[src/rtl/op_prefix_sequencer.sv]
// op_prefix_sequencer: front end of the XIX/XIY opcode-decode path.
// Accepts opcode bytes from fetch, tracks DD/FD prefix state, latches the
// opcode into Source/notSource and runs the XPT phase counter consumed by
// the decoder tree.  Displacement bytes for (IX+d)/(IY+d) are fetched on
// the decoder's request and sign-extended into Disp_Ext.
// Optional feature: define OP_PREFIX_CB_EN to enable the DD CB d op /
// FD CB d op form (CBDISP path and the Is_CB output).
module op_prefix_sequencer #(
    parameter int XPT_W      = 5,
    parameter int PREFIX_MAX = 15
) (
    input  logic             CLK,
    input  logic             notReset,
    output logic             Fetch_Req,
    input  logic             Fetch_Ack,
    input  logic [7:0]       Fetch_Data,
    input  logic             Stall,
    input  logic             Disp_Req,
    input  logic             PR_Reset_XPT,
    input  logic             P2_Reset_XIX,
    input  logic             P2_Reset_XIY,
    output logic             Decode_Enable,
    output logic             is_Y,
    output logic             XIX,
    output logic             XIY,
    output logic [XPT_W-1:0] XPT,
    output logic [XPT_W-1:0] notXPT,
    output logic [7:0]       Source,
    output logic [7:0]       notSource,
    output logic [15:0]      Disp_Ext,
    output logic             Prefix_Chain,
    output logic             Prefix_Overflow,
`ifdef OP_PREFIX_CB_EN
    output logic             XPT_Overrun,
    output logic             Is_CB
`else
    output logic             XPT_Overrun
`endif
);

    localparam logic [7:0] PFX_DD  = 8'hDD;
    localparam logic [7:0] PFX_FD  = 8'hFD;
`ifdef OP_PREFIX_CB_EN
    localparam logic [7:0] PFX_CB  = 8'hCB;
`endif
    // Counter is one wider than needed for PREFIX_MAX=255 so it can saturate above it
    localparam logic [8:0] CNT_MAX = 9'(PREFIX_MAX);
    localparam logic [8:0] CNT_SAT = 9'(PREFIX_MAX + 1);

    typedef enum logic [2:0] {
        S_FETCH,
        S_EXEC,
`ifdef OP_PREFIX_CB_EN
        S_DISP,
        S_CBDISP,
        S_CBOP
`else
        S_DISP
`endif
    } state_t;

    state_t             state_q, state_d;
    logic               freq_q, freq_d;
    logic               dec_q, dec_d;
    logic [XPT_W-1:0]   xpt_q, xpt_d;
    logic [XPT_W-1:0]   nxpt_q;
    logic [7:0]         src_q, src_d;
    logic [7:0]         nsrc_q;
    logic               xix_q, xix_d;
    logic               xiy_q, xiy_d;
    logic [15:0]        disp_q, disp_d;
    logic               chain_q, chain_d;
    logic [8:0]         cnt_q, cnt_d;
    logic               povf_q, povf_d;
    logic               ovr_q, ovr_d;
`ifdef OP_PREFIX_CB_EN
    logic               iscb_q, iscb_d;
`endif
    logic               transfer;

    // A byte only moves when we are actually asking for one
    assign transfer = freq_q & Fetch_Ack;

    // Next-state logic: prefix tracking, opcode latch, XPT sequencing, displacement capture
    always_comb begin
        state_d = state_q;
        xpt_d   = xpt_q;
        src_d   = src_q;
        xix_d   = xix_q;
        xiy_d   = xiy_q;
        disp_d  = disp_q;
        chain_d = chain_q;
        cnt_d   = cnt_q;
        povf_d  = povf_q;
        ovr_d   = ovr_q;
`ifdef OP_PREFIX_CB_EN
        iscb_d  = iscb_q;
`endif

        if (P2_Reset_XIX) begin
            xix_d = 1'b0;
        end
        if (P2_Reset_XIY) begin
            xiy_d = 1'b0;
        end

        case (state_q)
            S_FETCH: begin
                if (transfer) begin
                    if (Fetch_Data == PFX_DD || Fetch_Data == PFX_FD) begin
                        // A fresh prefix overrides both flags and any clear strobe this cycle
                        xix_d   = (Fetch_Data == PFX_DD);
                        xiy_d   = (Fetch_Data == PFX_FD);
                        chain_d = 1'b1;
                        if (cnt_q != CNT_SAT) begin
                            cnt_d = cnt_q + 9'd1;
                        end
                        if (cnt_d > CNT_MAX) begin
                            povf_d = 1'b1;
                        end
`ifdef OP_PREFIX_CB_EN
                    end else if (Fetch_Data == PFX_CB && (xix_q || xiy_q)) begin
                        iscb_d  = 1'b1;
                        state_d = S_CBDISP;
`endif
                    end else begin
                        src_d   = Fetch_Data;
                        xpt_d   = '0;
                        chain_d = 1'b0;
                        cnt_d   = '0;
                        state_d = S_EXEC;
                    end
                end
            end
            S_EXEC: begin
                if (PR_Reset_XPT) begin
                    xpt_d   = '0;
                    state_d = S_FETCH;
`ifdef OP_PREFIX_CB_EN
                    iscb_d  = 1'b0;
`endif
                end else if (xpt_q == '1) begin
                    // Runaway instruction: abort rather than wrap the phase counter
                    ovr_d   = 1'b1;
                    xpt_d   = '0;
                    xix_d   = 1'b0;
                    xiy_d   = 1'b0;
                    state_d = S_FETCH;
`ifdef OP_PREFIX_CB_EN
                    iscb_d  = 1'b0;
`endif
                end else if (Disp_Req) begin
                    state_d = S_DISP;
                end else if (!Stall) begin
                    xpt_d = xpt_q + 1'b1;
                end
            end
            S_DISP: begin
                if (transfer) begin
                    disp_d  = {{8{Fetch_Data[7]}}, Fetch_Data};
                    xpt_d   = xpt_q + 1'b1;
                    state_d = S_EXEC;
                end
            end
`ifdef OP_PREFIX_CB_EN
            S_CBDISP: begin
                if (transfer) begin
                    disp_d  = {{8{Fetch_Data[7]}}, Fetch_Data};
                    state_d = S_CBOP;
                end
            end
            S_CBOP: begin
                if (transfer) begin
                    src_d   = Fetch_Data;
                    xpt_d   = '0;
                    chain_d = 1'b0;
                    cnt_d   = '0;
                    state_d = S_EXEC;
                end
            end
`endif
            default: begin
                state_d = S_FETCH;
            end
        endcase

        freq_d = (state_d != S_EXEC);
        dec_d  = (state_d == S_EXEC);
    end

    // State and output registers; complements are registered alongside their true values
    always_ff @(posedge CLK or negedge notReset) begin
        if (!notReset) begin
            state_q <= S_FETCH;
            freq_q  <= 1'b1;
            dec_q   <= 1'b0;
            xpt_q   <= '0;
            nxpt_q  <= '1;
            src_q   <= 8'h00;
            nsrc_q  <= 8'hFF;
            xix_q   <= 1'b0;
            xiy_q   <= 1'b0;
            disp_q  <= 16'h0000;
            chain_q <= 1'b0;
            cnt_q   <= '0;
            povf_q  <= 1'b0;
            ovr_q   <= 1'b0;
`ifdef OP_PREFIX_CB_EN
            iscb_q  <= 1'b0;
`endif
        end else begin
            state_q <= state_d;
            freq_q  <= freq_d;
            dec_q   <= dec_d;
            xpt_q   <= xpt_d;
            nxpt_q  <= ~xpt_d;
            src_q   <= src_d;
            nsrc_q  <= ~src_d;
            xix_q   <= xix_d;
            xiy_q   <= xiy_d;
            disp_q  <= disp_d;
            chain_q <= chain_d;
            cnt_q   <= cnt_d;
            povf_q  <= povf_d;
            ovr_q   <= ovr_d;
`ifdef OP_PREFIX_CB_EN
            iscb_q  <= iscb_d;
`endif
        end
    end

    assign Fetch_Req       = freq_q;
    assign Decode_Enable   = dec_q;
    assign XIX             = xix_q;
    assign XIY             = xiy_q;
    assign is_Y            = xiy_q;
    assign XPT             = xpt_q;
    assign notXPT          = nxpt_q;
    assign Source          = src_q;
    assign notSource       = nsrc_q;
    assign Disp_Ext        = disp_q;
    assign Prefix_Chain    = chain_q;
    assign Prefix_Overflow = povf_q;
    assign XPT_Overrun     = ovr_q;
`ifdef OP_PREFIX_CB_EN
    assign Is_CB           = iscb_q;
`endif

endmodule
[config.mk]
export PLATFORM = sky130hd
export DESIGN_NAME = op_prefix_sequencer
export DESIGN_NICKNAME = d
export VERILOG_FILES = /design/src/rtl/op_prefix_sequencer.sv
export SDC_FILE = /design/constraint.sdc
export NUM_CORES = 1
export LEC_CHECK = 0
export ABC_CLOCK_PERIOD_IN_PS = 6200
export CAP_MARGIN = 10
export CORE_MARGIN = 2
export CORE_UTILIZATION = 52
export CTS_CLUSTER_SIZE = 8
export DETAILED_ROUTE_END_ITERATION = 8
export GPL_ROUTABILITY_DRIVEN = 0
export PLACE_DENSITY_LB_ADDON = 0.25
export SLEW_MARGIN = 20
export SYNTH_ARGS = -nofsm -noshare
export SYNTH_HDL_FRONTEND = slang
export SYNTH_SLANG_ARGS = --single-unit
[constraint.sdc]
create_clock -name CLK -period 6.2 [get_ports CLK]
set_clock_uncertainty 0.1 [all_clocks]
set_input_delay 1.24 -clock CLK [delete_from_list [all_inputs] [get_ports CLK]]
set_output_delay 1.24 -clock CLK [all_outputs]
set_load 0.1 [all_outputs]
* Yosys cells after proc, flatten, opt, wreduce, memory -nomap -nowiden
Index checks and enable logic that the tools add are counted. W data, S select, Z words.
Operators by class: $add $sub $neg 2, magnitude comparators 1, eq/ne operators 8, mux-type cells 36, bitwise logic cells 4, reduce and logical (&&, ||, !) cells 6
Operator list (count):
- $mux W9 | 5
- $mux W5 | 7
- $mux W8 | 3
- $mux W3 | 6
- $eq A8 B8 Y1 const B | 2
- $pmux W5 S3 | 1
- $mux W1 | 11
- $add A9 B1 Y9 const B | 1
- $gt A9 B4 Y1 const B | 1
- $ne A9 B5 Y1 const B | 1
- $pmux W3 S3 | 1
- $not A8 Y8 | 1
- $eq A3 B1 Y1 const B | 2
- $add A5 B1 Y5 const B | 1
- $eq A5 B5 Y1 const B | 1
- $not A5 Y5 | 1
- $pmux W1 S2 | 2
- $reduce_and A2 Y1 | 2
- $reduce_and A4 Y1 | 1
- $eq A3 B2 Y1 const B | 1
- $logic_not A3 Y1 | 1
- $ne A3 B1 Y1 const B | 1
- $reduce_and A3 Y1 | 1
- $and A1 B1 Y1 | 1
- 2 further kinds | 2
Storage, ports and cells: bits in registers 53, output and inout port bits 50

* Logic depth before layout (Yosys ltp)
Gate-level depths: netlist of run 1.
word-level depth 7, mapped depth 7, depth with buffers taken out 7

* Least setup slack after synthesis of run 1
OpenSTA, ideal clock, no wires.
path type reg-to-output, from register Disp_Ext[7] (netlist name), to output Disp_Ext[10], data arrival time 1452 ps, required time 4860 ps, path slack 3408 ps, stages on the path, launching flop included 2, buffers on the path 1, cell sequence dfrtp_1 -> buf_4
RTL lines:
- end, declared | line 30 | output logic [15:0] Disp_Ext,

* Final worst setup path of run 1
from register freq_q, in the netlist Fetch_Req, to output Fetch_Req
RTL lines:
- start, declared | line 63 | logic freq_q, freq_d;
- start signal, assigned | line 213 | freq_q <= freq_d;
- end, declared | line 14 | output logic Fetch_Req,
No word-level cell between the ends.

==> impl_metrics.py, run 1 <==
metrics = {
    "grt": {
        "grt_max_degree": 54,
        "grt_pass1_wl_mm": 8.85,
        "track_usage_pct": 21.5,
        "grt_pass1_vias": 1875,
        "grt-ovfl-total": 0,
        "antenna_found_initial": 0,
    },
    "timing": {
        "period_share_pct": 53.9,
        "rsz0062_at_grt": "no",
        "fmax_ghz": 0.299,
        "worstMarginPinSlew_ns": 0.996,
        "min_period_ns": 3.34,
        "slew_violations": 0,
        "setup_viol": 0,
        "finalHoldViolations": 0,
        "fin_setup_tns_ns": 0,
        "relSlewSlack_pct": 33.4,
    },
    "drt": {
        "firstDrtPassIters": 4,
        "vias": 1859,
        "first_iter_violations": 101,
        "viasPerCell": 5.72,
        "routed_wl_mm": 5.32,
        "ant_nets": 0,
        "avgRoutedWirePerCell_um": 16.4,
        "drc": 0,
    },
    "critical_path": {
        "endpoint": "Fetch_Req",
        "r2r_slack_ns": 3.80,
        "crit_buf_inv": 1,
        "crit_path_max_fanout": 3,
        "critical_path.cell_chain": "clkdlybuf4s50_1",
        "crit_type": "flop to output port",
        "critPathLaunchType": "flop",
        "cp-end-kind": "output port",
        "timing.rr.end": "XPT[3]",
        "cp_slowest_cell": "clkdlybuf4s50_1",
        "rr_worst_depth": 7,
        "path_delay_family": "buffers and inverters",
        "slowest_delay_ns": 1.14,
        "critPathArrivalTime_ns": 2.00,
        "cp.depth": 1,
        "r2r-start": "XPT[0]",
        "required_ns": 4.86,
        "crit_start": "Fetch_Req",
    },
    "logic_synthesis": {
        "synth_area_sq_um": 2500,
        "synth_commonest_cells": "39 x dfrtp_1, 14 x dfstp_2, 11 x mux2i_1",
        "synth_compound_area_share_pct": 12.3,
        "post_synth.cell_area_avg_sq_um": 11.7,
        "yosysWarningCount": 0,
        "synth_top_family_by_area": "simple AND/OR/NAND/NOR gates",
        "synth.most_common_cell": "dfrtp_1",
        "ys_seq_area_share_pct": 53.7,
        "netlist_instances": 214,
        "synth.top_cell.area_share_pct": 39.0,
        "ys.flop_type": "dfrtp_1",
        "synth_fa_ha_area_share_pct": 2.50,
        "yosys.area.top_type": "dfrtp_1",
        "synth-edff-count": 0,
        "ys_ff_latch": 53,
        "synthSimpleGateAreaFrac_pct": 12.3,
        "synth_area_leaders": "dfrtp_1 39%, dfstp_2 15%, mux2i_1 4.4%",
        "synthArstFlopShare_pct": 100,
        "synth_xor_area_share_pct": 1.40,
        "ys_types": 48,
        "synth.net_count": 235,
        "synthMuxAreaShare_pct": 12.1,
    },
    "floorplanning": {
        "die_area_sq_um": 5380,
        "die_y_um": 73.4,
        "fp.coreArea_sq_um": 4690,
        "placementRows": 25,
        "io-pin-count": 66,
        "initial_core_util_pct": 53.3,
        "die_w_um": 73.4,
    },
    "power": {
        "total_leakage_power_nw": 1.41,
        "finalPower_mw": 1.17,
        "p_per_area_nw_per_um2": 363,
        "ir_drop_v": 0.000302,
    },
    "cts": {
        "cts_resized": 0,
        "cts_setup_buffers": 0,
        "cts-root-buf": "clkbuf_8",
        "clockBufferDepth": 2,
        "ctsHoldBuffers": 0,
        "cts_max_level": 2,
        "clk_pin_slew_ns": 0.09,
        "cts_tree": "built",
        "clock-sinks": 53,
        "insertion_delay_ns": 0.30,
        "cts_buffers": 5,
    },
    "cells_and_area": {
        "drive_gt1_share_pct": 14.0,
        "fin_nets": 291,
        "fin_util_pct": 68.7,
        "num-fill-cells": 375,
        "syn_to_final_growth_pct": 28.8,
        "fin_area_sq_um": 3220,
        "diodes": 0,
    },
    "place": {
        "placed_area_sq_um": 3120,
        "dp_hpwl_mm": 3.69,
        "io_buffers": 65,
    },
    "run_status": {
        "status": "complete, no violations",
    },
    "min_path": {
        "hold_path_class": "flop to flop",
    },
    "flow_run": {
        "drv_cap": 0,
    },
}
[cells by family (layout without fill, tap and decap cells)]
group	Yosys count	in the layout
other	1	1
muxes	28	28
AOI/OAI and AO/OA	43	43
and+or+nand+nor	54	54
xor gates and xnor gates	4	4
buffers and inverters	26	83
DFF	53	53
adders and majority gates	5	5
[state kept, by name, indices dropped and copies added (netlist names)]
register	cells
notXPT	5
XPT_Overrun	1
cnt_q	9
Prefix_Overflow	1
XPT	5
state_q	3
Prefix_Chain	1
notSource	8
Source	8
Fetch_Req	1
Disp_Ext	8
XIX	1
XIY	1
Decode_Enable	1
[area by class of cell]
cell class / count / area [sq um] / share of cell area (%)
inverter: 9 / 33.8 / 1.05
timing repair buffer: 66 / 653 / 20.3
sequential: 53 / 1340 / 41.7
multi-input combinational: 135 / 1030 / 31.9
tap: 54 / 67.6 / 2.10
clock inverter: 2 / 13.8 / 0.427
clock buffer: 6 / 82.6 / 2.56
[metrics by stage]
| step | cells | setup WS [ns] | hold slack, ns |
|---|---|---|---|
| 4_1_cts | 325 | 2.84 | 0.356 |
| 3_3_place_gp | 317 | 2.71 | 0.324 |
| 2_1_floorplan | 214 | 3.41 | 0.412 |
| 3_5_place_dp | 317 | 2.60 | 0.343 |
| 6_report | 325 | 2.86 | 0.351 |
| 5_1_grt | 325 | 2.78 | 0.378 |
[where the power goes]
part,switching [mW],internal [mW]
Combinational,0.425,0.116
Clock,0.112,0.0907
Sequential,0.0268,0.398
Total,0.564,0.605
[worst register-to-register path, stage by stage, from the launching register on]
cell and delay [ns]:
dfrtp_1 0.45, ha_1 0.26, and3_1 0.20, ha_1 0.19, nor4_1 0.31, nand2_1 0.16, o221ai_2 0.45, a221o_1 0.24
[placed cells by master (no fill, tap or decap), types with 3 or more instances in the layout]
cell / instances
mux2_1: 8
clkdlybuf4s50_1: 64
mux2_2: 9
a31oi_1: 3
a211oi_1: 3
o21ai_1: 6
clkbuf_8: 6
ha_1: 5
o21a_1: 3
xor2_1: 4
o21ai_0: 3
a22o_1: 3
nand2_1: 9
nor2_1: 4
nand3_1: 10
dfrtp_1: 39
inv_1: 9
nand2b_1: 4
a21oi_1: 8
or3_1: 3
a32o_1: 3
mux2i_1: 11
nor3_1: 4
dfstp_2: 14
and3_1: 3
[routing by layer]
| layer | routed length (um) | part of all wire [%] | track usage (%) | vias to the layer above |
|---|---|---|---|---|
| met5 | 0 | 0 | 0 | - |
| met4 | 39 | 0.73 | 6.06 | 0 |
| met3 | 232 | 4.4 | 5.21 | 4 |
| met2 | 2680 | 50 | 35.8 | 44 |
| met1 | 2370 | 44 | 28.0 | 927 |
| li1 | - | - | - | 884 |
[worst min-delay path by stage]
stage                         start            to  slack (ns)  depth (start not counted)
final                     Source[1]  notSource[1]        0.35                          1
after global routing      Source[1]  notSource[1]        0.38                          1
after CTS                 Source[1]  notSource[1]        0.36                          1
after detailed placement  Source[1]  notSource[1]        0.34                          1
after global placement    Source[1]  notSource[1]        0.32                          1
after floorplan            cnt_q[6]      cnt_q[6]        0.41                          1
Power figures use the tool's default switching activity.
==> run 2: changes to the inputs <==
Settings changed: ABC_CLOCK_PERIOD_IN_PS 6200 to 3100, CORE_UTILIZATION 52 to 48.
Clock period 6.2 ns to 3.1 ns, I/O delays scaled along.
==> impl_metrics.py, run 2 (same netlist as run 1, synthesis figures left out) <==
metrics = {
    "timing": {
        "period_share_pct": 77.8,
        "relSlewSlack_pct": 66.0,
        "min_period_ns": 2.41,
        "whs_ns": 0.172,
        "rsz0062_at_grt": "no",
        "slew_violations": 0,
        "finalHoldViolations": 0,
        "worstMarginPinSlew_ns": 0.510,
        "fmax_ghz": 0.415,
        "setup_viol": 0,
        "fin_setup_tns_ns": 0,
    },
    "cells_and_area": {
        "largest_register_ffs": 9,
        "diodes": 0,
        "largest-register": "cnt_q",
        "drive_gt1_share_pct": 33.1,
        "layout_commonest_cell": "buf_4",
        "multi_input_area_sq_um": 1020,
        "fin_nets": 295,
        "layout_common_cells": "55 x buf_4, 39 x dfrtp_1, 14 x dfstp_2, 14 x clkdlybuf4s50_1, 11 x mux2i_1",
        "num-fill-cells": 452,
        "seq_area_sq_um": 1340,
        "syn_to_final_growth_pct": 25.1,
    },
    "run_status": {
        "status": "complete, no violations",
    },
    "critical_path": {
        "path_delay_family": "simple AND/OR/NAND/NOR gates",
        "slowest_delay_ns": 0.45,
        "critPathLaunchType": "flop",
        "crit_type": "flop to flop",
        "crit_top_cell": "ha_1",
        "crit_buf_inv": 0,
        "cp_slowest_cell": "dfrtp_1",
        "cp-end-kind": "flop",
        "critical_path.cell_chain": "ha_1 -> and3_1 -> ha_1 -> nor4_1 -> nand2_1 -> o221ai_2 -> mux2_2",
        "required_ns": 3.25,
        "critPathArrivalTime_ns": 2.56,
        "crit_path_max_fanout": 10,
    },
    "cts": {
        "cts_buffers": 5,
        "clk_pin_slew_ns": 0.09,
        "insertion_delay_ns": 0.30,
        "ctsHoldBuffers": 0,
        "cts_tree": "built",
        "cts_setup_buffers": 0,
        "cts_resized": 0,
        "clock-sinks": 53,
        "cts-root-buf": "clkbuf_8",
        "cts_max_level": 2,
        "clockBufferDepth": 2,
    },
    "drt": {
        "vias": 1862,
        "first_iter_violations": 131,
        "avgRoutedWirePerCell_um": 14.4,
        "routed_wl_mm": 4.98,
        "firstDrtPassIters": 5,
        "drc": 0,
        "ant_nets": 0,
        "viasPerCell": 5.40,
    },
    "grt": {
        "track_usage_pct": 18.0,
        "grtUsageMet3_pct": 3.91,
        "grt-ovfl-total": 0,
        "grtUsageMet2_pct": 29.1,
        "use_met1_pct": 24.5,
        "grt_pass1_vias": 1766,
        "antenna_found_initial": 0,
        "grt-busiest-layer": "met2",
        "grt_pass1_wl_mm": 8.42,
        "grt_max_degree": 31,
    },
    "place": {
        "dp_hpwl_mm": 3.68,
        "io_buffers": 65,
    },
    "floorplanning": {
        "fp.coreArea_sq_um": 5070,
        "io-pin-count": 66,
        "die_w_um": 76.2,
        "initial_core_util_pct": 49.3,
        "die_y_um": 76.2,
        "placementRows": 26,
        "die_area_sq_um": 5800,
    },
    "power": {
        "ir_drop_v": 0.000834,
        "p_per_area_nw_per_um2": 727,
        "total_leakage_power_nw": 1.48,
    },
    "min_path": {
        "hold_path_class": "primary input to asynchronous set/reset pin",
    },
    "flow_run": {
        "drv_cap": 0,
    },
}
-- run 2: power by group --
| part | leakage (nW) | switching, mW | internal, mW |
|---|---|---|---|
| registers | 0.659 | 0.0536 | 0.796 |
| clock network | 0.0456 | 0.221 | 0.161 |
| logic | 0.773 | 0.843 | 0.200 |
| total | 1.48 | 1.12 | 1.16 |
-- run 2: layout make-up --
cell class,count,share of cell area [%]
multi-input combinational,135,32.6
timing repair buffer,70,17.8
clock buffer,6,2.32
sequential,53,43.0
clock inverter,2,0.440
tap,70,2.80
inverter,9,1.08
-- run 2: worst paths after layout --
kind / from / end / slack (ns) / depth (start not counted)
max in group asynchronous: notReset / notXPT[0] / 1.91 / 2
min in group CLK: Source[5] / notSource[5] / 0.36 / 1
setup / recovery: XPT[0] / XPT[0] / 0.69 / 7
hold reg to reg: Source[5] / notSource[5] / 0.36 / 1
hold / removal: notReset / Source[3] / 0.17 / 1
setup reg to reg: XPT[0] / XPT[0] / 0.69 / 7
-- run 2: metrics by stage --
stage / area, sq um / std cells / setup slack [ns] / utilization [%] / power (mW)
3_3_place_gp: 3040 / 337 / 0.425 / 59.9 / 1.90
3_5_place_dp: 3040 / 337 / 0.355 / 59.9 / 1.91
6_report: 3130 / 345 / 0.689 / 61.6 / 2.27
2_1_floorplan: 2500 / 214 / 0.417 / - / 1.71
5_1_grt: 3130 / 345 / 0.537 / 61.6 / 2.36
4_1_cts: 3130 / 345 / 0.689 / 61.6 / 2.29
-- run 2: layer usage --
layer	share of wire [%]	up-vias
met2	48	48
li1	-	893
met3	4.3	7
met4	1.3	0
met1	46	914
met5	0	-
==> run 3: changes to the inputs <==
Settings changed: ABC_CLOCK_PERIOD_IN_PS 3100 to 2300.
Clock period 3.1 ns to 2.3 ns, I/O delays scaled along.
==> impl_metrics.py, run 3 (same netlist as run 1, synthesis figures left out) <==
metrics = {
    "grt": {
        "grt_pass1_wl_mm": 9.00,
        "grt_max_degree": 32,
        "antenna_found_initial": 0,
        "grt_pass1_vias": 1892,
        "grt-ovfl-total": 0,
        "track_usage_pct": 19.0,
    },
    "timing": {
        "worstMarginPinSlew_ns": 0.556,
        "finalHoldViolations": 0,
        "slew_violations": 0,
        "period_share_pct": 95.2,
        "setup_viol": 0,
        "rsz0062_at_grt": "no",
        "min_period_ns": 2.19,
        "whs_ns": 0.0448,
        "fmax_ghz": 0.457,
        "setup_ws_ns": 0.111,
        "relSlewSlack_pct": 63.0,
        "fin_setup_tns_ns": 0,
    },
    "cells_and_area": {
        "layout_common_cells": "63 x buf_4, 35 x dfrtp_1, 14 x dfstp_2, 14 x clkdlybuf4s50_1, 11 x mux2i_1",
        "diodes": 0,
        "fin_nets": 306,
        "syn_to_final_growth_pct": 33.6,
        "fin_util_pct": 65.8,
        "largest_register_ffs": 9,
        "largest-register": "cnt_q",
        "drive_gt1_share_pct": 38.8,
        "layout_commonest_cell": "buf_4",
    },
    "drt": {
        "routed_wl_mm": 5.36,
        "vias": 1903,
        "drc": 0,
        "avgRoutedWirePerCell_um": 15.1,
        "viasPerCell": 5.35,
        "ant_nets": 0,
        "firstDrtPassIters": 4,
        "first_iter_violations": 112,
    },
    "place": {
        "preCtsSetupSlack_ns": 0.0266,
        "io_buffers": 65,
        "dp_hpwl_mm": 3.86,
    },
    "cts": {
        "clk_pin_slew_ns": 0.09,
        "clockBufferDepth": 2,
        "cts_buffers": 5,
        "ctsHoldBuffers": 0,
        "insertion_delay_ns": 0.29,
        "clock-sinks": 53,
        "cts_tree": "built",
        "cts-root-buf": "clkbuf_8",
        "cts_max_level": 2,
    },
    "critical_path": {
        "critical_path.cell_chain": "ha_1 -> and3_1 -> ha_1 -> nor4_4 -> nand2_2 -> o221ai_4 -> mux2_2",
        "timing.rr.end": "XPT[0]",
        "cp_slowest_cell": "dfrtp_4",
        "crit_type": "flop to flop",
        "path_delay_family": "simple AND/OR/NAND/NOR gates",
        "rr_worst_depth": 7,
        "r2r_slack_ns": 0.11,
        "r2r-start": "XPT[0]",
        "critPathLaunchType": "flop",
        "crit_buf_inv": 0,
        "critPathArrivalTime_ns": 2.32,
        "crit_top_cell": "ha_1",
        "crit_path_max_fanout": 5,
        "cp-end-kind": "flop",
        "required_ns": 2.43,
        "slowest_delay_ns": 0.51,
    },
    "floorplanning": {
        "die_area_sq_um": 5800,
        "io-pin-count": 66,
        "initial_core_util_pct": 49.3,
        "die_w_um": 76.2,
        "die_y_um": 76.2,
        "fp.coreArea_sq_um": 5070,
        "placementRows": 26,
    },
    "power": {
        "finalPower_mw": 3.23,
        "ir_drop_v": 0.000771,
        "p_per_area_nw_per_um2": 967,
        "total_leakage_power_nw": 1.55,
    },
    "min_path": {
        "hold_path_class": "primary input to asynchronous set/reset pin",
    },
    "run_status": {
        "status": "complete, no violations",
    },
    "flow_run": {
        "drv_cap": 0,
    },
}
==> run 3: layout make-up <==
class	instances	area (sq um)
fill	416	1730
sequential	53	1350
multi-input combinational	136	1090
timing repair buffer	80	658
tap	70	87.6
clock buffer	7	86.3
inverter	9	33.8
clock inverter	1	30.0
==> run 3: worst max path at each step <==
| stage | startpoint | end | slack (ns) | depth (start not counted) |
|---|---|---|---|---|
| floorplan | XPT[0] | XPT[0] | 0.03 | 7 |
| global placement | XPT[0] | XPT[0] | 0.06 | 7 |
| detailed placement | XPT[0] | XPT[0] | 0.03 | 7 |
| CTS | XPT[0] | XPT[0] | 0.008 | 7 |
| global route | XPT[0] | XPT[0] | 0.003 | 7 |
| finish | XPT[0] | XPT[0] | 0.11 | 7 |
==> run 3: timing repair <==
action / 4_1_cts / 5_1_grt
buffers inserted: 0 / 0
endpoints found under the hold margin: 0 / 0
resized for setup: 0 / 8
endpoints found under the setup margin: 0 / 12
==> run 3: where the power goes <==
group	switching [mW]	internal (mW)	total, mW
Combinational	1.15	0.290	1.44
Clock	0.285	0.355	0.641
Sequential	0.0725	1.07	1.15
Total	1.51	1.72	3.23
==> run 3: metal layers <==
| metal | GRT usage, % | wire [um] | up-vias |
|---|---|---|---|
| met3 | 4.03 | 212 | 6 |
| met4 | 5.09 | 63 | 0 |
| met2 | 31.5 | 2710 | 45 |
| met5 | 0 | 0 | - |
| li1 | - | - | 912 |
| met1 | 25.6 | 2380 | 940 |
==> run 3: worst reg2reg max path: cells and delay by family, from the launching register on <==
kind / cells / cell delay [ns]
DFF: 1 / 0.51
muxes: 1 / 0.21
AOI/OAI and AO/OA: 1 / 0.29
adders and majority gates: 2 / 0.46
and+or+nand+nor: 3 / 0.56
==> run 3: per-stage QoR <==
step                      cells  area, sq um
final                       356         3340
after global routing        356         3340
after detailed placement    347         3170
after CTS                   355         3290
after global placement      347         3170
after floorplan             214         2530
